[src/rtl/mm_write_arbiter.sv]
// -----------------------------------------------------------------------------
// mm_write_arbiter
//
// Shares the single matrix-memory write port among num_req_p executors.
// A round-robin pick accepts one request at a time, captures its address and
// 4x4 data, strobes the memory once, waits for the memory to report ready and
// then pulses done back to the granted executor.
//
// Parameters:
//   num_req_p  number of requesters (>=1); index 0 wins first after reset
//   width_p    board width  (sizes the x field of point_t)
//   height_p   board height (sizes the y field of point_t)
//   debug_p    1 = enable simulation-time one-hot checks on ready/done pulses
//
// Ports:
//   clk_i            clock
//   reset_i          asynchronous reset, active-high
//   req_v_i          request valid per requester, held until req_ready_o
//   req_addr_i       write address per requester (point_t = {x, y})
//   req_data_i       4x4 write data per requester
//   req_ready_o      1-cycle pulse, request captured (one-hot or zero)
//   req_done_o       1-cycle pulse, that requester's write completed
//   mm_write_addr_o  captured address to the matrix memory
//   mm_write_data_o  captured data to the matrix memory
//   mm_write_v_o     1-cycle write strobe
//   mm_is_ready_i    memory finished the previous write
//   busy_o           a transaction is in flight
//   grant_id_o       index of the current/last grant
// -----------------------------------------------------------------------------
module mm_write_arbiter #(
    parameter int num_req_p = 3,
    parameter int width_p   = 16,
    parameter int height_p  = 32,
    parameter int debug_p   = 0,
    localparam int x_w_lp    = (width_p  > 1) ? $clog2(width_p)  : 1,
    localparam int y_w_lp    = (height_p > 1) ? $clog2(height_p) : 1,
    localparam int addr_w_lp = x_w_lp + y_w_lp,
    localparam int id_w_lp   = (num_req_p > 1) ? $clog2(num_req_p) : 1
) (
    input  logic                                 clk_i,
    input  logic                                 reset_i,
    input  logic [num_req_p-1:0]                 req_v_i,
    input  logic [num_req_p-1:0][addr_w_lp-1:0]  req_addr_i,
    input  logic [num_req_p-1:0][3:0][3:0]       req_data_i,
    output logic [num_req_p-1:0]                 req_ready_o,
    output logic [num_req_p-1:0]                 req_done_o,
    output logic [addr_w_lp-1:0]                 mm_write_addr_o,
    output logic [3:0][3:0]                      mm_write_data_o,
    output logic                                 mm_write_v_o,
    input  logic                                 mm_is_ready_i,
    output logic                                 busy_o,
    output logic [id_w_lp-1:0]                   grant_id_o
);

    typedef struct packed {
        logic [x_w_lp-1:0] x;
        logic [y_w_lp-1:0] y;
    } point_t;

    typedef enum logic [1:0] {
        eIDLE,
        eWrite,
        eWaiting,
        eDone
    } state_e;

    state_e             state;
    point_t             addr_r;
    logic [3:0][3:0]    data_r;
    logic [id_w_lp-1:0] grant_id;
    logic [id_w_lp-1:0] last_grant;

    logic               found;
    logic [id_w_lp-1:0] pick;
    int                 idx;

    // Round-robin search starting just after the last completed grant, so a
    // requester that was just served is ranked last among those pending.
    always_comb begin
        // NOTE: every always_comb output gets a default first; a path that
        // leaves one unassigned would infer a latch.
        found = 1'b0;
        pick  = '0;
        idx   = 0;
        for (int i = 1; i <= num_req_p; i++) begin
            idx = int'(last_grant) + i;
            if (idx >= num_req_p) begin
                idx = idx - num_req_p;
            end
            if (!found && req_v_i[id_w_lp'(idx)]) begin
                found = 1'b1;
                pick  = id_w_lp'(idx);
            end
        end
    end

    // Accept is combinational so the requester sees ready in the same cycle
    // its data is captured; gated by reset so all outputs are 0 while held.
    always_comb begin
        req_ready_o = '0;
        if (state == eIDLE && found && !reset_i) begin
            req_ready_o[pick] = 1'b1;
        end
    end

    always_ff @(posedge clk_i or posedge reset_i) begin
        // NOTE: sequential state uses non-blocking assignments only, so every
        // register samples the pre-edge value of every other register.
        if (reset_i) begin
            // NOTE: the capture registers are plain flops, not a memory array,
            // so resetting them is cheap and keeps the memory-side bus at 0.
            state        <= eIDLE;
            addr_r       <= '0;
            data_r       <= '0;
            grant_id     <= '0;
            last_grant   <= id_w_lp'(num_req_p - 1);
            mm_write_v_o <= 1'b0;
            req_done_o   <= '0;
            busy_o       <= 1'b0;
        end else begin
            mm_write_v_o <= 1'b0;
            req_done_o   <= '0;
            case (state)
                eIDLE: begin
                    if (found) begin
                        addr_r       <= point_t'(req_addr_i[pick]);
                        data_r       <= req_data_i[pick];
                        grant_id     <= pick;
                        mm_write_v_o <= 1'b1;
                        busy_o       <= 1'b1;
                        state        <= eWrite;
                    end
                end
                eWrite: begin
                    // Memory ready is not looked at here; it may still reflect
                    // the previous write.
                    state <= eWaiting;
                end
                eWaiting: begin
                    if (mm_is_ready_i) begin
                        req_done_o[grant_id] <= 1'b1;
                        state                <= eDone;
                    end
                end
                eDone: begin
                    last_grant <= grant_id;
                    busy_o     <= 1'b0;
                    state      <= eIDLE;
                end
                default: state <= eIDLE;
            endcase
        end
    end

    assign mm_write_addr_o = addr_r;
    assign mm_write_data_o = data_r;
    assign grant_id_o      = grant_id;

    if (debug_p != 0) begin : g_debug
        always_ff @(posedge clk_i) begin
            if (!reset_i) begin
                assert ($onehot0(req_ready_o) && $onehot0(req_done_o));
            end
        end
    end

endmodule

[config.mk]
export PLATFORM = sky130hd
export DESIGN_NAME = mm_write_arbiter
export DESIGN_NICKNAME = d
export VERILOG_FILES = /design/src/rtl/mm_write_arbiter.sv
export SDC_FILE = /design/constraint.sdc
export NUM_CORES = 1
export LEC_CHECK = 0
export ABC_CLOCK_PERIOD_IN_PS = 7600
export CORE_MARGIN = 2
export CORE_UTILIZATION = 42
export DETAILED_ROUTE_END_ITERATION = 8
export HOLD_SLACK_MARGIN = 0.03
export PLACE_DENSITY = 0.77
export SLEW_MARGIN = 20
export SYNTH_ARGS = -nofsm -noshare
export SYNTH_HDL_FRONTEND = slang
export SYNTH_SLANG_ARGS = --single-unit
export TNS_END_PERCENT = 30
[constraint.sdc]
create_clock -name clk_i -period 7.6 [get_ports clk_i]
set_clock_uncertainty 0.15 [all_clocks]
set_input_delay 1.14 -clock clk_i [delete_from_list [all_inputs] [get_ports clk_i]]
set_output_delay 1.14 -clock clk_i [all_outputs]
set_load 0.05 [all_outputs]
==> results.json <==
{
  "maxCapViolCount": 0,
  "cpMaxStageDelayCell": "clkdlybuf4s50_1",
  "grt_pass1_wl_um": 11190,
  "switchingPower_mw": 1.001,
  "drtPass1Iterations": 4,
  "post-cts-setup-buffers": 0,
  "ys.flop_type": "dfrtp_1",
  "power_density_nw_per_um2": 495.3,
  "p_int_mw": 0.8570,
  "htreeDepth": 2,
  "min_path_cells": 2,
  "coreArea_um2": 5851,
  "worstPathRequired_ps": 6310,
  "drive_above_1_share_pct": 6.344,
  "area_delta_synth_final_pct": 49.28,
  "min_path_type": "flop to flop",
  "synthArstFlopShare_pct": 100.0,
  "cts_resized": 0,
  "synth_fp_nets": 319,
  "critPathTopFamily": "simple AND/OR/NAND/NOR gates",
  "end_kind": "primary output",
  "cp-start-kind": "input pin",
  "ys_ff_latch": 36,
  "ir_worst_vdd_uv": 361.2,
  "drt-total-wl_um": 7032,
  "dp_slack_ps": 1659,
  "crit_chain": "clkdlybuf4s50_1 > nor3b_1 > a21o_1 > nand4_4 > and2_1 > nor4_1 > clkdlybuf4s50_1",
  "rows": 28,
  "drv_slew": 0,
  "grt-ovfl-total": 0,
  "num_vias": 2379,
  "grt_setup_unrepaired": "false",
  "final_common_cell": "clkdlybuf4s50_1",
  "routedWlPerCell_um": 17.32,
  "die_y_um": 81.36,
  "arrival_ps": 4700,
  "clk_latency_ps": 280,
  "setup_viol": 0,
  "grt_pass1_vias": 2279,
  "r2r_cells": 8,
  "path_depth": 7,
  "power_frac_comb_pct": 74.1,
  "post-dp-hpwl_um": 5112,
  "r2r_slack_ps": 3660,
  "max_freq_mhz": 166.9,
  "num_io_pins": 116,
  "cts_made_buffers": 5,
  "avgSynthCellArea_um2": 10.93,
  "switching_share_pct": 53.88,
  "fp.dieW_um": 81.36,
  "syn_area_um2": 2514,
  "path_buf_inv": 2,
  "clkSlewWorstSetupHoldPaths_ps": 70,
  "grt_max_degree": 51,
  "tightest_slew_ps": 1026,
  "yosysTopAreaCell": "dfrtp_1",
  "cts.sinks": 36,
  "vias_per_cell": 5.860,
  "syn_inst": 230,
  "status": "finished clean",
  "initial_core_util_pct": 42.96,
  "netlist.area_leader.share_pct": 34.84,
  "cts_tree": "built",
  "crit_fanout": 28,
  "hold_buffers": 0,
  "p_clk_share_pct": 7.6,
  "dr.first_iter.drc_count": 85,
  "dieArea_um2": 6619,
  "power.leakage_nw": 1.547,
  "slew_headroom_pct": 31.57,
  "p_total_mw": 1.858,
  "ant_nets": 0,
  "seqPwrFrac_pct": 18.4,
  "diodes": 0,
  "synth_edf_count": 0,
  "final-hold-violation-count": 0,
  "clockBufferDepth": 2,
  "synth_area_leaders": "dfrtp_1 35%, mux2i_1 10%, o311a_1 10%",
  "root_buffer": "clkbuf_8",
  "gp_congestion": 0.8175,
  "synth_warnings": 0,
  "yosysSeqAreaShare_pct": 35.89,
  "ys_types": 42,
  "track_usage_pct": 21.70,
  "finalSetupTns_ps": 0,
  "final_cell_mix": "115 x clkdlybuf4s50_1, 35 x dfrtp_1, 26 x mux2i_1",
  "crit_path_max_incr_delay_ps": 850,
  "finalWorstSetupSlack_ps": 1610,
  "period_share_pct": 78.82,
  "post-route-min-period_ps": 5990,
  "port-buffer-count": 115,
  "drc": 0,
  "antenna_found_initial": 0,
  "crit_type": "input pin to primary output",
  "crit_path_frequent_cell": "clkdlybuf4s50_1",
  "nets": 419
}
worst reg2reg max path: stages, from the launching register on:
cell and delay (ps):
dfrtp_1 480, inv_1 150, ha_1 520, nor3b_1 330
a21o_1 760, nand4_4 550, and2_1 380, buf_4 230
o31ai_1 300
final cells by class:
cell class	count	area [um^2]
well taps	75	93.84
flip-flops and latches	36	902.1
inverters	11	41.29
repair buffers	120	1189
fillers	493	2098
clock buffers	8	90.09
multi-input cells	156	1436
metrics by stage:
| step | util (%) | instance area, um^2 | std cells | hold slack [ps] |
|---|---|---|---|---|
| global route | 64.14 | 3752 | 406 | 362.8 |
| finish | 64.14 | 3752 | 406 | 349.3 |
| global placement | 62.60 | 3662 | 398 | 323.5 |
| detailed placement | 62.60 | 3662 | 398 | 333.1 |
| CTS | 64.14 | 3752 | 406 | 353.2 |
| floorplan | - | 2514 | 230 | 349.8 |
path summary, 6_finish.rpt:
kind | startpoint | to
max in group asynchronous | reset_i | last_grant[1]
min in group asynchronous | reset_i | mm_write_v_o
worst min-delay path | mm_write_data_o[12] | mm_write_data_o[12]
worst min register to register | mm_write_data_o[12] | mm_write_data_o[12]
worst max register to register | last_grant[0] | mm_write_data_o[11]
worst max-delay path | req_v_i[0] | req_ready_o[0]
sequential cells by signal, indices dropped and copies added, names as in the netlist:
name and flops:
busy_o 1, grant_id_o 2, mm_write_addr_o 9, last_grant 2, req_done_o 3, state 2
mm_write_data_o 16, mm_write_v_o 1
per-layer routing:
layer	share of wire [%]	track usage [%]
met4	1.3	6.780
met2	49	34.92
met1	43	29.30
met3	6.5	4.333
met5	0	0
cells by family after synthesis:
kind of cell,Yosys count,share of synthesized area [%]
XOR/XNOR,1,0.3485
buffers and inverters,38,7.267
flip-flops,36,35.89
adder cells (fa/ha/maj),8,3.982
AND/OR/NAND/NOR,20,5.725
multiplexers,30,12.15
AO/OA/AOI/OAI,97,34.64
synth_stat cells, types with 3 or more instances:
| master | n |
|---|---|
| a21oi_1 | 4 |
| a32oi_1 | 25 |
| buf_2 | 11 |
| buf_6 | 3 |
| clkbuf_1 | 12 |
| dfrtp_1 | 35 |
| ha_1 | 8 |
| inv_1 | 10 |
| mux2_1 | 4 |
| mux2i_1 | 26 |
| nand2_1 | 5 |
| nor3b_1 | 3 |
| o311a_1 | 25 |
| o31ai_1 | 25 |
power by group through the flow:
stage / registers (mW) / logic (mW) / clock network, mW
after floorplan: 0.599 / 0.802 / 0
after global placement: 0.341 / 1.36 / 0
after detailed placement: 0.344 / 1.38 / 0
after CTS: 0.341 / 1.38 / 0.142
after global routing: 0.352 / 1.48 / 0.153
final: 0.342 / 1.38 / 0.140
(Power assumes the default switching activity.)
